==> config.mk <==
export PLATFORM = sky130hd
export DESIGN_NAME = pulse_repeat_gen
export DESIGN_NICKNAME = d
export VERILOG_FILES = /design/src/rtl/pulse_repeat_pkg.sv /design/src/rtl/prg_down_counter.sv /design/src/rtl/pulse_repeat_gen.sv
export SDC_FILE = /design/constraint.sdc
export NUM_CORES = 1
export LEC_CHECK = 0
export CELL_PAD_IN_SITES_DETAIL_PLACEMENT = 1
export CELL_PAD_IN_SITES_GLOBAL_PLACEMENT = 2
export CORE_MARGIN = 2
export CORE_UTILIZATION = 29
export CTS_CLUSTER_DIAMETER = 40
export DETAILED_ROUTE_END_ITERATION = 6
export GPL_TIMING_DRIVEN = 1
export PLACE_DENSITY_LB_ADDON = 0.1
export SLEW_MARGIN = 20
export SYNTH_ARGS = -nofsm -noshare
export SYNTH_HDL_FRONTEND = slang
export SYNTH_SLANG_ARGS = --single-unit
==> constraint.sdc <==
create_clock -name clk -period 2.4 [get_ports clk]
set_input_delay 0.36 -clock clk [delete_from_list [all_inputs] [get_ports clk]]
set_output_delay 0.36 -clock clk [all_outputs]
set_load 0.01 [all_outputs]
==> src/rtl/pulse_repeat_pkg.sv <==
// Shared types and default widths for the pulse repeat generator.
// Latency: n/a (types and constants only).
// Backpressure: n/a.
package pulse_repeat_pkg;

  typedef enum logic [0:0] {IDLE, RUN} prg_state_e;

  localparam int PRG_CNT_W = 8;
  localparam int PRG_GAP_W = 8;

endpackage

==> src/rtl/prg_down_counter.sv <==
// Loadable down-counter with a zero flag; saturates at zero instead of wrapping.
// Latency: load/decrement take effect on the next rising edge.
// Backpressure: none; the count only moves when load or dec is asserted.
module prg_down_counter #(
  parameter int W = 8
) (
  input  logic         clk,
  input  logic         rst_n,
  input  logic         load,
  input  logic         dec,
  input  logic [W-1:0] load_val,
  output logic [W-1:0] cnt,
  output logic         zero
);

  // Load has priority over decrement; decrement stops at zero.
  always_ff @(posedge clk or negedge rst_n) begin
    if (!rst_n) begin
      cnt <= '0;
    end else if (load) begin
      cnt <= load_val;
    end else if (dec && (cnt != '0)) begin
      cnt <= cnt - W'(1);
    end
  end

  assign zero = (cnt == '0);

endmodule

==> src/rtl/pulse_repeat_gen.sv <==
// Repeated event source: N (or unbounded) single-cycle pulses spaced gap+1 cycles. Optional PRG_ERR_EN.
// Latency: first pulse in the cycle right after the edge that accepts start; all outputs registered.
// Backpressure: none; start is ignored while busy, stop aborts at the next edge with no further pulses.
module pulse_repeat_gen
  import pulse_repeat_pkg::*;
#(
  parameter int CNT_W = PRG_CNT_W,
  parameter int GAP_W = PRG_GAP_W
) (
  input  logic             clk,
  input  logic             rst_n,
  input  logic             start,
  input  logic             forever_mode,
  input  logic [CNT_W-1:0] repeat_cnt,
  input  logic [GAP_W-1:0] gap,
  input  logic             stop,
  output logic             busy,
  output logic             pulse_o,
  output logic [CNT_W-1:0] pulse_idx,
  output logic             done,
  output logic             err
);

  prg_state_e       state, state_nxt;
  logic             pulse_nxt, done_nxt;
  logic [CNT_W-1:0] idx_nxt;
  logic             forever_q, forever_nxt;
  logic [GAP_W-1:0] gap_q, gap_nxt;

  logic             gap_load, gap_dec, gap_zero;
  logic [GAP_W-1:0] gap_load_val, gap_cnt;
  logic             rem_load, rem_dec, rem_zero;
  logic [CNT_W-1:0] rem_load_val, rem_cnt;

  // Gap timer: reloaded on every pulse, counts down to zero between pulses.
  // The first load comes straight from the port; reloads use the latched copy
  // so mid-run changes to gap have no effect.
  assign gap_load_val = (state == IDLE) ? gap : gap_q;

  prg_down_counter #(.W(GAP_W)) u_gap_timer (
    .clk      (clk),
    .rst_n    (rst_n),
    .load     (gap_load),
    .dec      (gap_dec),
    .load_val (gap_load_val),
    .cnt      (gap_cnt),
    .zero     (gap_zero)
  );

  // Pulses still owed after the current one; zero during the last pulse.
  assign rem_load_val = repeat_cnt - CNT_W'(1);

  prg_down_counter #(.W(CNT_W)) u_rem_count (
    .clk      (clk),
    .rst_n    (rst_n),
    .load     (rem_load),
    .dec      (rem_dec),
    .load_val (rem_load_val),
    .cnt      (rem_cnt),
    .zero     (rem_zero)
  );

  // State and registered outputs; every output is a flop so consumers see clean strobes.
  always_ff @(posedge clk or negedge rst_n) begin
    if (!rst_n) begin
      state     <= IDLE;
      pulse_o   <= 1'b0;
      done      <= 1'b0;
      pulse_idx <= '0;
      forever_q <= 1'b0;
      gap_q     <= '0;
    end else begin
      state     <= state_nxt;
      pulse_o   <= pulse_nxt;
      done      <= done_nxt;
      pulse_idx <= idx_nxt;
      forever_q <= forever_nxt;
      gap_q     <= gap_nxt;
    end
  end

  // Next-state and next-output decode; stop always beats start and pulse launch.
  always_comb begin
    state_nxt   = state;
    pulse_nxt   = 1'b0;
    done_nxt    = 1'b0;
    idx_nxt     = pulse_idx;
    forever_nxt = forever_q;
    gap_nxt     = gap_q;
    gap_load    = 1'b0;
    gap_dec     = 1'b0;
    rem_load    = 1'b0;
    rem_dec     = 1'b0;
    case (state)
      IDLE: begin
        if (start && !stop) begin
          if (forever_mode || (repeat_cnt != '0)) begin
            state_nxt   = RUN;
            pulse_nxt   = 1'b1;
            idx_nxt     = '0;
            forever_nxt = forever_mode;
            gap_nxt     = gap;
            gap_load    = 1'b1;
            rem_load    = 1'b1;
            done_nxt    = !forever_mode && (repeat_cnt == CNT_W'(1));
          end else begin
            // Zero-length counted run completes immediately without pulsing.
            done_nxt = 1'b1;
          end
        end
      end
      RUN: begin
        if (stop) begin
          state_nxt = IDLE;
        end else if (!forever_q && rem_zero) begin
          // Last pulse was emitted in this cycle; drop busy next cycle.
          state_nxt = IDLE;
        end else if (gap_zero) begin
          pulse_nxt = 1'b1;
          idx_nxt   = pulse_idx + CNT_W'(1);
          gap_load  = 1'b1;
          rem_dec   = !forever_q;
          done_nxt  = !forever_q && (rem_cnt == CNT_W'(1));
        end else begin
          gap_dec = 1'b1;
        end
      end
      default: state_nxt = IDLE;
    endcase
  end

  assign busy = (state == RUN);

`ifdef PRG_ERR_EN
  // Sticky flag for a start request arriving while a run is in progress.
  always_ff @(posedge clk or negedge rst_n) begin
    if (!rst_n) begin
      err <= 1'b0;
    end else if (start && (state == RUN)) begin
      err <= 1'b1;
    end
  end
`else
  assign err = 1'b0;
`endif

endmodule

==> impl_metrics.prom, run 1 <==
# TYPE chip_impl_metric gauge
chip_impl_info{name="run_status",value="completed"} 1
chip_impl_metric{name="initial_antenna_violation_count",unit=""} 0
chip_impl_metric{name="core.rowCount",unit=""} 31
chip_impl_metric{name="area_growth",unit="%"} 34.4
chip_impl_info{name="cts_tree",value="yes"} 1
chip_impl_info{name="timing.critical_path.from_type",value="input port"} 1
chip_impl_metric{name="switching_component_of_the_power",unit="mW"} 0.638
chip_impl_info{name="reg2reg_from",value="u_gap_timer.cnt[0]$_DFFE_PN0P_"} 1
chip_impl_metric{name="r2r_cells",unit=""} 10
chip_impl_info{name="hp-class",value="in -> async"} 1
chip_impl_metric{name="timing.final.max_slew_violations",unit=""} 0
chip_impl_metric{name="finalHoldViolCount",unit=""} 0
chip_impl_metric{name="final_net_count",unit=""} 329
chip_impl_metric{name="synth-xor-area-share",unit="%"} 4.53
chip_impl_metric{name="grt_pass1_wl",unit="um"} 9160
chip_impl_metric{name="ys_seq_area_share",unit="%"} 42.3
chip_impl_metric{name="max_slew_margin",unit="%"} 42.6
chip_impl_metric{name="min_period",unit="ns"} 2.26
chip_impl_metric{name="worst-endpoint-required",unit="ns"} 2.58
chip_impl_metric{name="drt_iter0_markers",unit=""} 65
chip_impl_metric{name="post_synth.cell_area_avg",unit="um2"} 9.06
chip_impl_metric{name="worst_pin_slew",unit="ns"} 0.861
chip_impl_info{name="cts_root_buf",value="sky130_fd_sc_hd__clkbuf_8"} 1
chip_impl_metric{name="firstDrtPassIters",unit=""} 4
chip_impl_metric{name="input_output_buffers",unit=""} 31
chip_impl_info{name="final_cell_mix",value="sky130_fd_sc_hd__nand2_1 (40), sky130_fd_sc_hd__dfrtp_1 (36), sky130_fd_sc_hd__buf_4 (35), sky130_fd_sc_hd__clkdlybuf4s50_1 (30), sky130_fd_sc_hd__nor2_1 (18)"} 1
chip_impl_metric{name="route.detailed.vias_per_inst",unit=""} 4.76
chip_impl_metric{name="inserted_clock_buffers",unit=""} 5
chip_impl_metric{name="cts_post_setup_buffers_inserted",unit=""} 0
chip_impl_metric{name="synth_compound_gate_area_share",unit="%"} 13.0
chip_impl_info{name="grt_setup_unrepaired",value="false"} 1
chip_impl_metric{name="synthAdderAreaFrac",unit="%"} 4.70
chip_impl_metric{name="cts_repair_resize_count",unit=""} 0
chip_impl_metric{name="critical_path_arrival",unit="ns"} 2.44
chip_impl_metric{name="dieHeight",unit="um"} 89.7
chip_impl_metric{name="totalNegativeSetupSlack",unit="ns"} 0
chip_impl_metric{name="reg2reg_setup_slack",unit="ns"} 0.18
chip_impl_metric{name="routedWlPerCell",unit="um"} 13.9
chip_impl_metric{name="internal_power",unit="mW"} 1.22
chip_impl_metric{name="final_min_period_over_clock_period",unit="%"} 94.1
chip_impl_metric{name="clk_path_buf_depth",unit=""} 2
chip_impl_metric{name="power.combinational.fraction",unit="%"} 30.9
chip_impl_metric{name="totalPowerFinal",unit="mW"} 1.86
chip_impl_metric{name="starting_density_of_the_core",unit="%"} 29.7
chip_impl_metric{name="finalSetupViolCount",unit=""} 0
chip_impl_info{name="synth_top_flop_cell",value="sky130_fd_sc_hd__dfrtp_1"} 1
chip_impl_metric{name="total_length_of_routed_wires",unit="um"} 5560
chip_impl_metric{name="first_global_vias",unit=""} 1917
chip_impl_metric{name="synthesis.area",unit="mm2"} 0.00213
chip_impl_metric{name="dp_hpwl",unit="um"} 4230
chip_impl_metric{name="grt-ovfl-total",unit=""} 0
chip_impl_metric{name="fp.coreArea",unit="mm2"} 0.00718
chip_impl_metric{name="number_of_enable_flip_flop_cells_after_synthesis",unit=""} 0
chip_impl_info{name="synth_top_family_by_area",value="simple AND/OR/NAND/NOR gates"} 1
chip_impl_metric{name="fp.dieW",unit="um"} 89.7
chip_impl_info{name="criticalPathCategory",value="in -> reg"} 1
chip_impl_metric{name="cts_hold_repair.buffers",unit=""} 0
chip_impl_metric{name="whs",unit="ns"} 0.182
chip_impl_info{name="layout.cells.most_common",value="sky130_fd_sc_hd__nand2_1"} 1
chip_impl_metric{name="detail_route.drc_violations",unit=""} 0
chip_impl_metric{name="maxClockFrequency",unit="GHz"} 0.443
chip_impl_metric{name="gp_congestion",unit=""} 0.733
chip_impl_metric{name="postSynth.asyncResetShare",unit="%"} 100
chip_impl_metric{name="num-fill-cells",unit=""} 843
chip_impl_metric{name="insertion_delay_of_the_later_clocked_pin_in_the_worst_skew_pair",unit="ns"} 0.29
chip_impl_metric{name="clk_pin_slew",unit="ns"} 0.08
chip_impl_metric{name="netSwitchingFraction",unit="%"} 34.4
chip_impl_metric{name="design.die.area",unit="mm2"} 0.00804
chip_impl_metric{name="power-per-cell-area",unit="mW/mm2"} 649
chip_impl_metric{name="ys.warnings.count",unit=""} 0
chip_impl_metric{name="yosys.area_share.simple",unit="%"} 27.4
chip_impl_metric{name="clock_power_share",unit="%"} 22.8
chip_impl_metric{name="layout-drive-gt1-share",unit="%"} 18.0
chip_impl_metric{name="finalNonFillerCells",unit=""} 399
chip_impl_metric{name="yosys-mux-area-fraction",unit="%"} 4.35
chip_impl_metric{name="largest_net_degree_at_the_start_of_global_routing",unit=""} 37
chip_impl_metric{name="seq_power_share",unit="%"} 46.2
chip_impl_info{name="setup.worst_path.end_class",value="register"} 1
chip_impl_metric{name="netlist-cell-type-count",unit=""} 58
chip_impl_metric{name="synth_fp_nets",unit=""} 264
chip_impl_metric{name="worst_clock_skew",unit="ns"} 0.00592
chip_impl_metric{name="drv_cap",unit=""} 0
chip_impl_metric{name="floorplan.io_pins",unit=""} 33
chip_impl_metric{name="tot_gr_track_use",unit="%"} 14.7
chip_impl_info{name="critical_path.reg2reg.endpoint",value="u_gap_timer.cnt[3]$_DFFE_PN0P_"} 1
chip_impl_metric{name="syn-instance-count",unit=""} 235
chip_impl_metric{name="via_count",unit=""} 1899
chip_impl_metric{name="antenna_violating_nets_post_route",unit=""} 0
chip_impl_metric{name="cts.sink_count",unit=""} 36
chip_impl_metric{name="critPathMaxFanout",unit=""} 4
chip_impl_metric{name="max-vdd-ir-drop",unit="uV"} 214
chip_impl_metric{name="antenna_cells",unit=""} 0
chip_impl_metric{name="reported_leakage_power",unit="nW"} 1.24
chip_impl_metric{name="ys_seq_elements",unit=""} 36
chip_impl_metric{name="dp.cells",unit=""} 392
chip_impl_metric{name="maximum_level_of_the_cts_h_tree",unit=""} 2
## Yosys cell counts (all sizes together), types with 2 or more instances
| library cell | instances | area, um2 |
|---|---|---|
| ha | 8 | 100 |
| mux2 | 2 | 22.5 |
| nand4 | 5 | 31.3 |
| o21ai | 9 | 45.0 |
| nor3b | 3 | 22.5 |
| xnor2 | 3 | 26.3 |
| nor4 | 3 | 18.8 |
| nand2 | 41 | 156 |
| o311ai | 2 | 17.5 |
| buf | 4 | 21.3 |
| mux2i | 7 | 70.1 |
| nor4b | 2 | 23.8 |
| nand4b | 2 | 17.5 |
| o22a | 2 | 17.5 |
| a21oi | 12 | 75.1 |
| nand3 | 9 | 45.0 |
| or3 | 6 | 37.5 |
| o22ai | 2 | 12.5 |
| xor2 | 8 | 70.1 |
| inv | 10 | 37.5 |
| clkbuf | 4 | 16.3 |
| o211ai | 2 | 15.0 |
| dfrtp | 36 | 901 |
| nor2 | 18 | 67.6 |
| nor3 | 11 | 66.3 |
| or4b | 2 | 23.8 |
| nor2b | 2 | 12.5 |
| or4 | 3 | 26.3 |
## flip-flops by register name, indices dropped and copies added (netlist names)
register         flops
busy                 1
done                 1
forever_q            1
gap_q                8
pulse_idx            8
pulse_o              1
u_gap_timer.cnt      8
u_rem_count.cnt      8
## metal layers
layer	up-vias	global-route usage, %	wire, um
met4	0	3.66	41
met3	5	2.65	159
met1	893	19.9	2820
met5	-	0	0
met2	35	24.4	2540
li1	966	-	-
## power by group through the flow
stage,sequential [mW],clock [mW],combinational [mW]
finish,0.858,0.424,0.574
global route,0.882,0.464,0.650
CTS,0.861,0.444,0.587
detailed placement,0.871,0,0.584
global placement,0.869,0,0.574
floorplan,0.844,0,0.360
## kinds of logic (layout without fill, tap and decap cells)
kind of cell	count (synthesis)	after routing
AOI/OAI and AO/OA	40	40
buffers and inverters	18	83
and+or+nand+nor	112	112
adders and majority gates	8	8
DFF	36	36
other	1	1
muxes	9	9
xor gates and xnor gates	11	11
## metrics by stage
step           utilization [%]  worst slack (ns)  instance area [um2]
2_1_floorplan                -             0.153                 2130
3_3_place_gp              38.8            -0.112                 2780
3_5_place_dp              38.8            -0.162                 2780
4_1_cts                   39.9             0.140                 2860
5_1_grt                   39.9           0.00953                 2860
6_report                  39.9             0.142                 2860
## how the worst max path moves through the flow
stage | start | end | slack (ns) | cells after the start
floorplan | u_gap_timer.cnt[0]$_DFFE_PN0P_ | pulse_idx[7]$_DFFE_PN0P_ | 0.15 | 8
global placement | repeat_cnt[0] | u_gap_timer.cnt[7]$_DFFE_PN0P_ | -0.11 | 9
detailed placement | repeat_cnt[0] | u_gap_timer.cnt[7]$_DFFE_PN0P_ | -0.16 | 9
CTS | repeat_cnt[0] | u_gap_timer.cnt[7]$_DFFE_PN0P_ | 0.14 | 9
global route | u_gap_timer.cnt[0]$_DFFE_PN0P_ | u_gap_timer.cnt[3]$_DFFE_PN0P_ | 0.01 | 10
finish | repeat_cnt[0] | u_gap_timer.cnt[7]$_DFFE_PN0P_ | 0.14 | 9
## layout make-up
class	instances	area, um2	area share (%)
well taps	99	124	4.33
clock buffers	6	72.6	2.54
clock inverters	1	5.00	0.175
flip-flops and latches	36	901	31.5
inverters	10	37.5	1.31
repair buffers	66	568	19.9
multi-input cells	181	1150	40.3
## worst max-delay path, stage by stage
cell	delay, ns
sky130_fd_sc_hd__clkdlybuf4s50_1	0.41
sky130_fd_sc_hd__inv_1	0.08
sky130_fd_sc_hd__ha_1	0.15
sky130_fd_sc_hd__or4b_1	0.46
sky130_fd_sc_hd__o21a_1	0.26
sky130_fd_sc_hd__a21oi_4	0.15
sky130_fd_sc_hd__inv_2	0.06
sky130_fd_sc_hd__or3_1	0.35
sky130_fd_sc_hd__o2111a_1	0.15
Note: power is estimated with default switching activity, not from simulation.
==> run 2, diff against run 1 <==
- CORE_ASPECT_RATIO: unset -> 0.6
- HOLD_SLACK_MARGIN: unset -> 0.02
- PLACE_DENSITY: unset -> 0.74
- PLACE_DENSITY_LB_ADDON: 0.1 -> unset
==> run 2 against run 1 <==
  * Non-clock buffer count is 2 higher
  * Power up 16%
  * Global-route usage is 2.9 points higher
  * Critical endpoint unchanged
  * Highest routed layer unchanged
==> impl_metrics.prom, run 2 (synthesized netlist as in run 1, its figures left out) <==
# TYPE chip_impl_metric gauge
chip_impl_metric{name="starting_density_of_the_core",unit="%"} 29.7
chip_impl_metric{name="drv_cap",unit=""} 0
chip_impl_metric{name="layout-drive-gt1-share",unit="%"} 20.5
chip_impl_metric{name="maxClockFrequency",unit="GHz"} 0.434
chip_impl_metric{name="gp_congestion",unit=""} 0.792
chip_impl_metric{name="firstDrtPassIters",unit=""} 4
chip_impl_metric{name="worst_clock_skew",unit="ns"} 0.00457
chip_impl_metric{name="fp.coreArea",unit="mm2"} 0.00718
chip_impl_metric{name="max-vdd-ir-drop",unit="uV"} 459
chip_impl_metric{name="finalHoldViolCount",unit=""} 0
chip_impl_metric{name="dp.cells",unit=""} 385
chip_impl_metric{name="dieHeight",unit="um"} 70.4
chip_impl_metric{name="grt_pass1_wl",unit="um"} 10800
chip_impl_metric{name="tot_gr_track_use",unit="%"} 17.6
chip_impl_info{name="final_cell_mix",value="sky130_fd_sc_hd__nand2_1 (40), sky130_fd_sc_hd__dfrtp_1 (36), sky130_fd_sc_hd__buf_4 (36), sky130_fd_sc_hd__clkdlybuf4s50_1 (30), sky130_fd_sc_hd__nor2_1 (18)"} 1
chip_impl_metric{name="routedWlPerCell",unit="um"} 16.2
chip_impl_metric{name="grt-ovfl-total",unit=""} 0
chip_impl_metric{name="internal_power",unit="mW"} 1.45
chip_impl_metric{name="cts_hold_repair.buffers",unit=""} 0
chip_impl_metric{name="floorplan.io_pins",unit=""} 33
chip_impl_metric{name="fp.dieW",unit="um"} 115
chip_impl_metric{name="finalNonFillerCells",unit=""} 394
chip_impl_metric{name="critical_path_arrival",unit="ns"} 2.47
chip_impl_metric{name="area_growth",unit="%"} 39.5
chip_impl_metric{name="worst_pin_slew",unit="ns"} 0.849
chip_impl_metric{name="largest_net_degree_at_the_start_of_global_routing",unit=""} 37
chip_impl_info{name="criticalPathCategory",value="in -> reg"} 1
chip_impl_metric{name="antenna_cells",unit=""} 0
chip_impl_info{name="timing.critical_path.cells",value="clkdlybuf4s50_1 -> inv_1 -> ha_1 -> or4b_4 -> o21a_4 -> a21oi_4 -> inv_2 -> or3_1 -> o2111a_1"} 1
chip_impl_metric{name="clk_pin_slew",unit="ns"} 0.06
chip_impl_info{name="timing.critical_path.slowest_stage_cell",value="sky130_fd_sc_hd__or4b_4"} 1
chip_impl_metric{name="dp_hpwl",unit="um"} 4980
chip_impl_metric{name="clk_path_buf_depth",unit=""} 2
chip_impl_info{name="grt_setup_unrepaired",value="false"} 1
chip_impl_info{name="cts_tree",value="yes"} 1
chip_impl_info{name="hp-class",value="in -> async"} 1
chip_impl_metric{name="finalSetupViolCount",unit=""} 0
chip_impl_metric{name="timing.final.max_slew_violations",unit=""} 0
chip_impl_metric{name="num-fill-cells",unit=""} 829
chip_impl_metric{name="drt_iter0_markers",unit=""} 55
chip_impl_metric{name="critical-path-max-stage-delay",unit="ns"} 0.47
chip_impl_metric{name="detail_route.drc_violations",unit=""} 0
chip_impl_metric{name="worst-endpoint-required",unit="ns"} 2.57
chip_impl_metric{name="postPlaceCellArea",unit="mm2"} 0.00278
chip_impl_metric{name="route.detailed.vias_per_inst",unit=""} 5.07
chip_impl_info{name="cts_root_buf",value="sky130_fd_sc_hd__clkbuf_16"} 1
chip_impl_metric{name="initial_antenna_violation_count",unit=""} 0
chip_impl_metric{name="min_period",unit="ns"} 2.30
chip_impl_metric{name="netSwitchingFraction",unit="%"} 32.6
chip_impl_metric{name="design.die.area",unit="mm2"} 0.00806
chip_impl_info{name="layout.cells.most_common",value="sky130_fd_sc_hd__nand2_1"} 1
chip_impl_metric{name="critPathMaxFanout",unit=""} 4
chip_impl_metric{name="clock_power_share",unit="%"} 30.6
chip_impl_metric{name="inserted_clock_buffers",unit=""} 5
chip_impl_metric{name="input_output_buffers",unit=""} 31
chip_impl_metric{name="power.combinational.fraction",unit="%"} 28.6
chip_impl_info{name="run_status",value="completed"} 1
chip_impl_info{name="setup.worst_path.end_class",value="register"} 1
chip_impl_metric{name="maximum_level_of_the_cts_h_tree",unit=""} 2
chip_impl_metric{name="power-per-cell-area",unit="mW/mm2"} 723
chip_impl_metric{name="reported_leakage_power",unit="nW"} 1.29
chip_impl_metric{name="total_length_of_routed_wires",unit="um"} 6380
chip_impl_info{name="timing.critical_path.from_type",value="input port"} 1
chip_impl_metric{name="seq_power_share",unit="%"} 40.8
chip_impl_metric{name="final_net_count",unit=""} 331
chip_impl_metric{name="first_global_vias",unit=""} 2104
chip_impl_metric{name="core.rowCount",unit=""} 24
chip_impl_metric{name="antenna_violating_nets_post_route",unit=""} 0
chip_impl_metric{name="max_slew_margin",unit="%"} 43.4
chip_impl_metric{name="cts.sink_count",unit=""} 36
chip_impl_metric{name="insertion_delay_of_the_later_clocked_pin_in_the_worst_skew_pair",unit="ns"} 0.29
chip_impl_metric{name="final_min_period_over_clock_period",unit="%"} 95.9
chip_impl_metric{name="whs",unit="ns"} 0.186
chip_impl_metric{name="final_cell_area",unit="mm2"} 0.00297
chip_impl_metric{name="r2r_cells",unit=""} 9
chip_impl_metric{name="fin_util",unit="%"} 41.4
chip_impl_metric{name="switching_component_of_the_power",unit="mW"} 0.701
chip_impl_metric{name="via_count",unit=""} 1996
run 2: changes by cell type in the layout (fill, tap and decap cells not counted), sizes merged:
cell,before,now
buf,36,38
clkbuf,6,8
clkinv,1,0
run 2: final cells by class:
class	count	area (um2)	share of cell area, %
Multi-Input combinational cell	181	1180	39.9
Sequential cell	36	901	30.3
Timing Repair Buffer	68	587	19.8
Clock buffer	8	146	4.93
Tap cell	91	114	3.83
Inverter	10	37.5	1.26
run 2: critical path, delay by kind of cell:
kind	cells	cell delay, ns
adders and majority gates	1	0.16
and+or+nand+nor	2	0.82
buffers and inverters	3	0.60
AOI/OAI and AO/OA	3	0.54
run 2: metrics by stage:
| stage | TNS [ns] | total power [mW] | setup slack (ns) |
|---|---|---|---|
| finish | 0 | 2.15 | 0.0978 |
| detailed placement | -2.69 | 1.48 | -0.319 |
| global route | 0 | 2.29 | 0.00316 |
| global placement | -1.40 | 1.46 | -0.158 |
| floorplan | 0 | 1.20 | 0.153 |
| CTS | 0 | 2.15 | 0.0244 |
run 2: final timing paths:
path | start | to | slack (ns)
setup / recovery | repeat_cnt[1] | u_gap_timer.cnt[7]$_DFFE_PN0P_ | 0.1
hold / removal | rst_n | u_rem_count.cnt[4]$_DFFE_PN0P_ | 0.19
setup reg to reg | u_gap_timer.cnt[0]$_DFFE_PN0P_ | u_rem_count.cnt[6]$_DFFE_PN0P_ | 0.15
hold reg to reg | gap_q[3]$_DFFE_PN0P_ | gap_q[3]$_DFFE_PN0P_ | 0.48
max in group asynchronous | rst_n | gap_q[7]$_DFFE_PN0P_ | 1.68
min in group clk | gap_q[3]$_DFFE_PN0P_ | gap_q[3]$_DFFE_PN0P_ | 0.48
run 2: what timing repair did:
item,4_1_cts,5_1_grt
gates resized for setup,0,9
setup endpoints to repair,0,15
buffers inserted,0,1
hold endpoints to repair,0,0
run 2: power groups by stage:
stage	logic, mW	clock network [mW]	registers [mW]
after floorplan	0.360	0	0.844
final	0.615	0.658	0.876
after detailed placement	0.603	0	0.880
after global placement	0.585	0	0.875
after global routing	0.687	0.704	0.902
after CTS	0.604	0.678	0.872
run 2: routing by layer:
| layer | track usage [%] | routed length [um] | vias up |
|---|---|---|---|
| met5 | 0 | 0 | - |
| met4 | 4.88 | 82 | 0 |
| met3 | 4.51 | 265 | 8 |
| met2 | 25.2 | 2620 | 35 |
| met1 | 26.0 | 3410 | 981 |
| li1 | - | - | 972 |
==> run 3, diff against run 2 <==
- CORE_MARGIN: 2 -> unset
==> run 3 against run 2 <==
  * Routed wire length is 9.3% higher
  * Clock power is 2% higher
  * Hold slack worse by 0.0011 ns
  * Die area is 4.5% lower
  * Critical path depth stayed put
  * Final area is 0.63% higher
  * Global-route usage is 2.4 points higher
  * Sequential share of layout area is 0.19 points lower
  * Worst setup slack worse by 0.040 ns
  * Via count is 2.1% higher
==> impl_metrics.prom, run 3 (synthesized netlist as in run 1, its figures left out) <==
# TYPE chip_impl_metric gauge
chip_impl_metric{name="netSwitchingFraction",unit="%"} 33.5
chip_impl_metric{name="drv_cap",unit=""} 0
chip_impl_metric{name="tot_gr_track_use",unit="%"} 20.0
chip_impl_metric{name="route.detailed.vias_per_inst",unit=""} 5.16
chip_impl_metric{name="final_cell_area",unit="mm2"} 0.00299
chip_impl_metric{name="max-vdd-ir-drop",unit="uV"} 385
chip_impl_metric{name="seq_power_share",unit="%"} 39.9
chip_impl_metric{name="critical_path.n_buffers_inverters",unit=""} 3
chip_impl_info{name="setup.worst_path.end_class",value="register"} 1
chip_impl_metric{name="largest_net_degree_at_the_start_of_global_routing",unit=""} 37
chip_impl_metric{name="num-fill-cells",unit=""} 823
chip_impl_metric{name="finalHoldViolCount",unit=""} 0
chip_impl_metric{name="drt_iter0_markers",unit=""} 122
chip_impl_metric{name="worst-endpoint-required",unit="ns"} 2.57
chip_impl_metric{name="critPathMaxFanout",unit=""} 4
chip_impl_info{name="reg2reg_from",value="u_gap_timer.cnt[0]$_DFFE_PN0P_"} 1
chip_impl_info{name="cts_root_buf",value="sky130_fd_sc_hd__clkbuf_16"} 1
chip_impl_info{name="crit_top_cell",value="sky130_fd_sc_hd__inv_2"} 1
chip_impl_metric{name="finalSetupViolCount",unit=""} 0
chip_impl_metric{name="antenna_cells",unit=""} 0
chip_impl_metric{name="floorplan.io_pins",unit=""} 33
chip_impl_info{name="hp-class",value="in -> async"} 1
chip_impl_metric{name="clk_path_buf_depth",unit=""} 2
chip_impl_metric{name="clock_power_share",unit="%"} 30.7
chip_impl_metric{name="timing.final.max_slew_violations",unit=""} 0
chip_impl_metric{name="total_area_of_multi_input_combinational_cells",unit="mm2"} 0.00117
chip_impl_info{name="layout.cells.most_common",value="sky130_fd_sc_hd__buf_4"} 1
chip_impl_info{name="cts_tree",value="yes"} 1
chip_impl_info{name="startpoint",value="repeat_cnt[1]"} 1
chip_impl_metric{name="antenna_violating_nets_post_route",unit=""} 0
chip_impl_metric{name="reported_leakage_power",unit="nW"} 1.32
chip_impl_metric{name="ff_latch_area",unit="um2"} 901
chip_impl_metric{name="total_length_of_routed_wires",unit="um"} 6980
chip_impl_metric{name="postPlaceCellArea",unit="mm2"} 0.00280
chip_impl_metric{name="fp.dieW",unit="um"} 113
chip_impl_metric{name="worst_pin_slew",unit="ns"} 0.870
chip_impl_metric{name="starting_density_of_the_core",unit="%"} 30.9
chip_impl_metric{name="reg2reg_setup_slack",unit="ns"} 0.13
chip_impl_metric{name="inserted_clock_buffers",unit=""} 5
chip_impl_metric{name="design.die.area",unit="mm2"} 0.00770
chip_impl_metric{name="clk_pin_slew",unit="ns"} 0.06
chip_impl_metric{name="insertion_delay_of_the_later_clocked_pin_in_the_worst_skew_pair",unit="ns"} 0.29
chip_impl_info{name="critical_path.reg2reg.endpoint",value="u_rem_count.cnt[6]$_DFFE_PN0P_"} 1
chip_impl_metric{name="cts_hold_repair.buffers",unit=""} 0
chip_impl_metric{name="via_count",unit=""} 2037
chip_impl_metric{name="first_global_vias",unit=""} 2080
chip_impl_metric{name="layout-drive-gt1-share",unit="%"} 21.8
chip_impl_info{name="final_cell_mix",value="sky130_fd_sc_hd__buf_4 (42), sky130_fd_sc_hd__nand2_1 (40), sky130_fd_sc_hd__dfrtp_1 (36), sky130_fd_sc_hd__clkdlybuf4s50_1 (29), sky130_fd_sc_hd__nor2_1 (18)"} 1
chip_impl_metric{name="fp.coreArea",unit="mm2"} 0.00688
chip_impl_metric{name="internal_power",unit="mW"} 1.46
chip_impl_metric{name="dp_hpwl",unit="um"} 5340
chip_impl_metric{name="final_min_period_over_clock_period",unit="%"} 97.6
chip_impl_metric{name="r2r_cells",unit=""} 9
chip_impl_metric{name="grt-ovfl-total",unit=""} 0
chip_impl_metric{name="power-per-cell-area",unit="mW/mm2"} 733
chip_impl_metric{name="maximum_level_of_the_cts_h_tree",unit=""} 2
chip_impl_metric{name="firstDrtPassIters",unit=""} 4
chip_impl_metric{name="core.rowCount",unit=""} 23
chip_impl_info{name="timing.critical_path.from_type",value="input port"} 1
chip_impl_metric{name="power.combinational.fraction",unit="%"} 29.4
chip_impl_metric{name="worst_clock_skew",unit="ns"} 0.00517
chip_impl_metric{name="critical-path-max-stage-delay",unit="ns"} 0.47
chip_impl_metric{name="initial_antenna_violation_count",unit=""} 0
chip_impl_info{name="timing.critical_path.max_delay_family",value="simple AND/OR/NAND/NOR gates"} 1
chip_impl_metric{name="max_slew_margin",unit="%"} 42.0
chip_impl_metric{name="preCtsSetupSlack",unit="ns"} -0.275
chip_impl_metric{name="maxClockFrequency",unit="GHz"} 0.427
chip_impl_metric{name="routedWlPerCell",unit="um"} 17.7
chip_impl_metric{name="dieHeight",unit="um"} 68.4
chip_impl_metric{name="detail_route.drc_violations",unit=""} 0
chip_impl_metric{name="totalPowerFinal",unit="mW"} 2.19
chip_impl_metric{name="input_output_buffers",unit=""} 31
chip_impl_info{name="timing.critical_path.cells",value="clkdlybuf4s50_1 -> inv_2 -> ha_2 -> or4b_4 -> o21a_4 -> a21oi_4 -> inv_2 -> or3_1 -> o2111a_1"} 1
chip_impl_metric{name="min_period",unit="ns"} 2.34
chip_impl_metric{name="critical_path_arrival",unit="ns"} 2.52
chip_impl_metric{name="final.setup.worst_slack",unit="ns"} 0.0579
chip_impl_metric{name="grt_pass1_wl",unit="um"} 11400
chip_impl_metric{name="switching_component_of_the_power",unit="mW"} 0.733
chip_impl_metric{name="final_net_count",unit=""} 336
chip_impl_info{name="timing.critical_path.slowest_stage_cell",value="sky130_fd_sc_hd__or4b_4"} 1
chip_impl_metric{name="cts.sink_count",unit=""} 36
chip_impl_info{name="run_status",value="completed"} 1
chip_impl_info{name="criticalPathCategory",value="in -> reg"} 1
chip_impl_metric{name="area_growth",unit="%"} 40.4
chip_impl_metric{name="totalNegativeSetupSlack",unit="ns"} 0
chip_impl_metric{name="gp_congestion",unit=""} 0.796
[run 3: changes by cell type in the layout (fill, tap and decap cells not counted), sizes merged]
cell	change
clkdlybuf4s50	-1
dlymetal6s2s	+1
buf	+5
[run 3: timing repair]
item / 4_1_cts / 5_1_grt
resized for setup: 0 / 9
setup endpoints to repair: 0 / 9
setup buffers: 0 / 3
[run 3: worst max path at each step]
stage          slack (ns)  depth (start not counted)                        endpoint
2_1_floorplan        0.15                          8        pulse_idx[7]$_DFFE_PN0P_
3_3_place_gp        -0.15                          9  u_gap_timer.cnt[7]$_DFFE_PN0P_
3_5_place_dp        -0.27                          9  u_gap_timer.cnt[7]$_DFFE_PN0P_
4_1_cts              0.02                          9  u_gap_timer.cnt[7]$_DFFE_PN0P_
5_1_grt            -0.001                          9  u_gap_timer.cnt[3]$_DFFE_PN0P_
6_report             0.06                          9  u_gap_timer.cnt[7]$_DFFE_PN0P_
[run 3: cell type report]
| cell class | count | share of cell area, % |
|---|---|---|
| repair buffers | 73 | 20.9 |
| flip-flops and latches | 36 | 30.2 |
| inverters | 10 | 1.26 |
| well taps | 87 | 3.64 |
| clock buffers | 8 | 4.90 |
| multi-input cells | 181 | 39.2 |
[run 3: worst reg2reg max path, stage by stage, from the launching register on]
cell and delay [ns]:
sky130_fd_sc_hd__dfrtp_1 0.41, sky130_fd_sc_hd__inv_1 0.07, sky130_fd_sc_hd__ha_1 0.20, sky130_fd_sc_hd__or3b_1 0.43, sky130_fd_sc_hd__buf_4 0.19, sky130_fd_sc_hd__nor4b_2 0.26, sky130_fd_sc_hd__buf_4 0.19, sky130_fd_sc_hd__nand4_1 0.12
sky130_fd_sc_hd__xor2_1 0.19, sky130_fd_sc_hd__o21ai_0 0.10
[run 3: power by group through the flow]
stage               Combinational [mW]  Sequential (mW)  Clock [mW]
floorplan                        0.360            0.844           0
global placement                 0.612            0.872           0
detailed placement               0.632            0.879           0
CTS                              0.635            0.870       0.690
global route                     0.713            0.893       0.709
finish                           0.643            0.873       0.673
[run 3: routing by layer]
| metal | track usage [%] | wire, um | up-vias |
|---|---|---|---|
| met2 | 27.6 | 2750 | 34 |
| met3 | 4.87 | 236 | 8 |
| li1 | - | - | 996 |
| met1 | 30.2 | 3920 | 999 |
| met4 | 5.33 | 70 | 0 |
| met5 | 0 | 0 | - |
[run 3: metrics by stage]
stage	hold WS [ns]	util (%)	instances
floorplan	0.0644	-	235
global placement	0.455	40.7	384
detailed placement	0.459	40.7	384
CTS	0.218	42.8	392
global route	0.254	43.4	395
finish	0.185	43.4	395
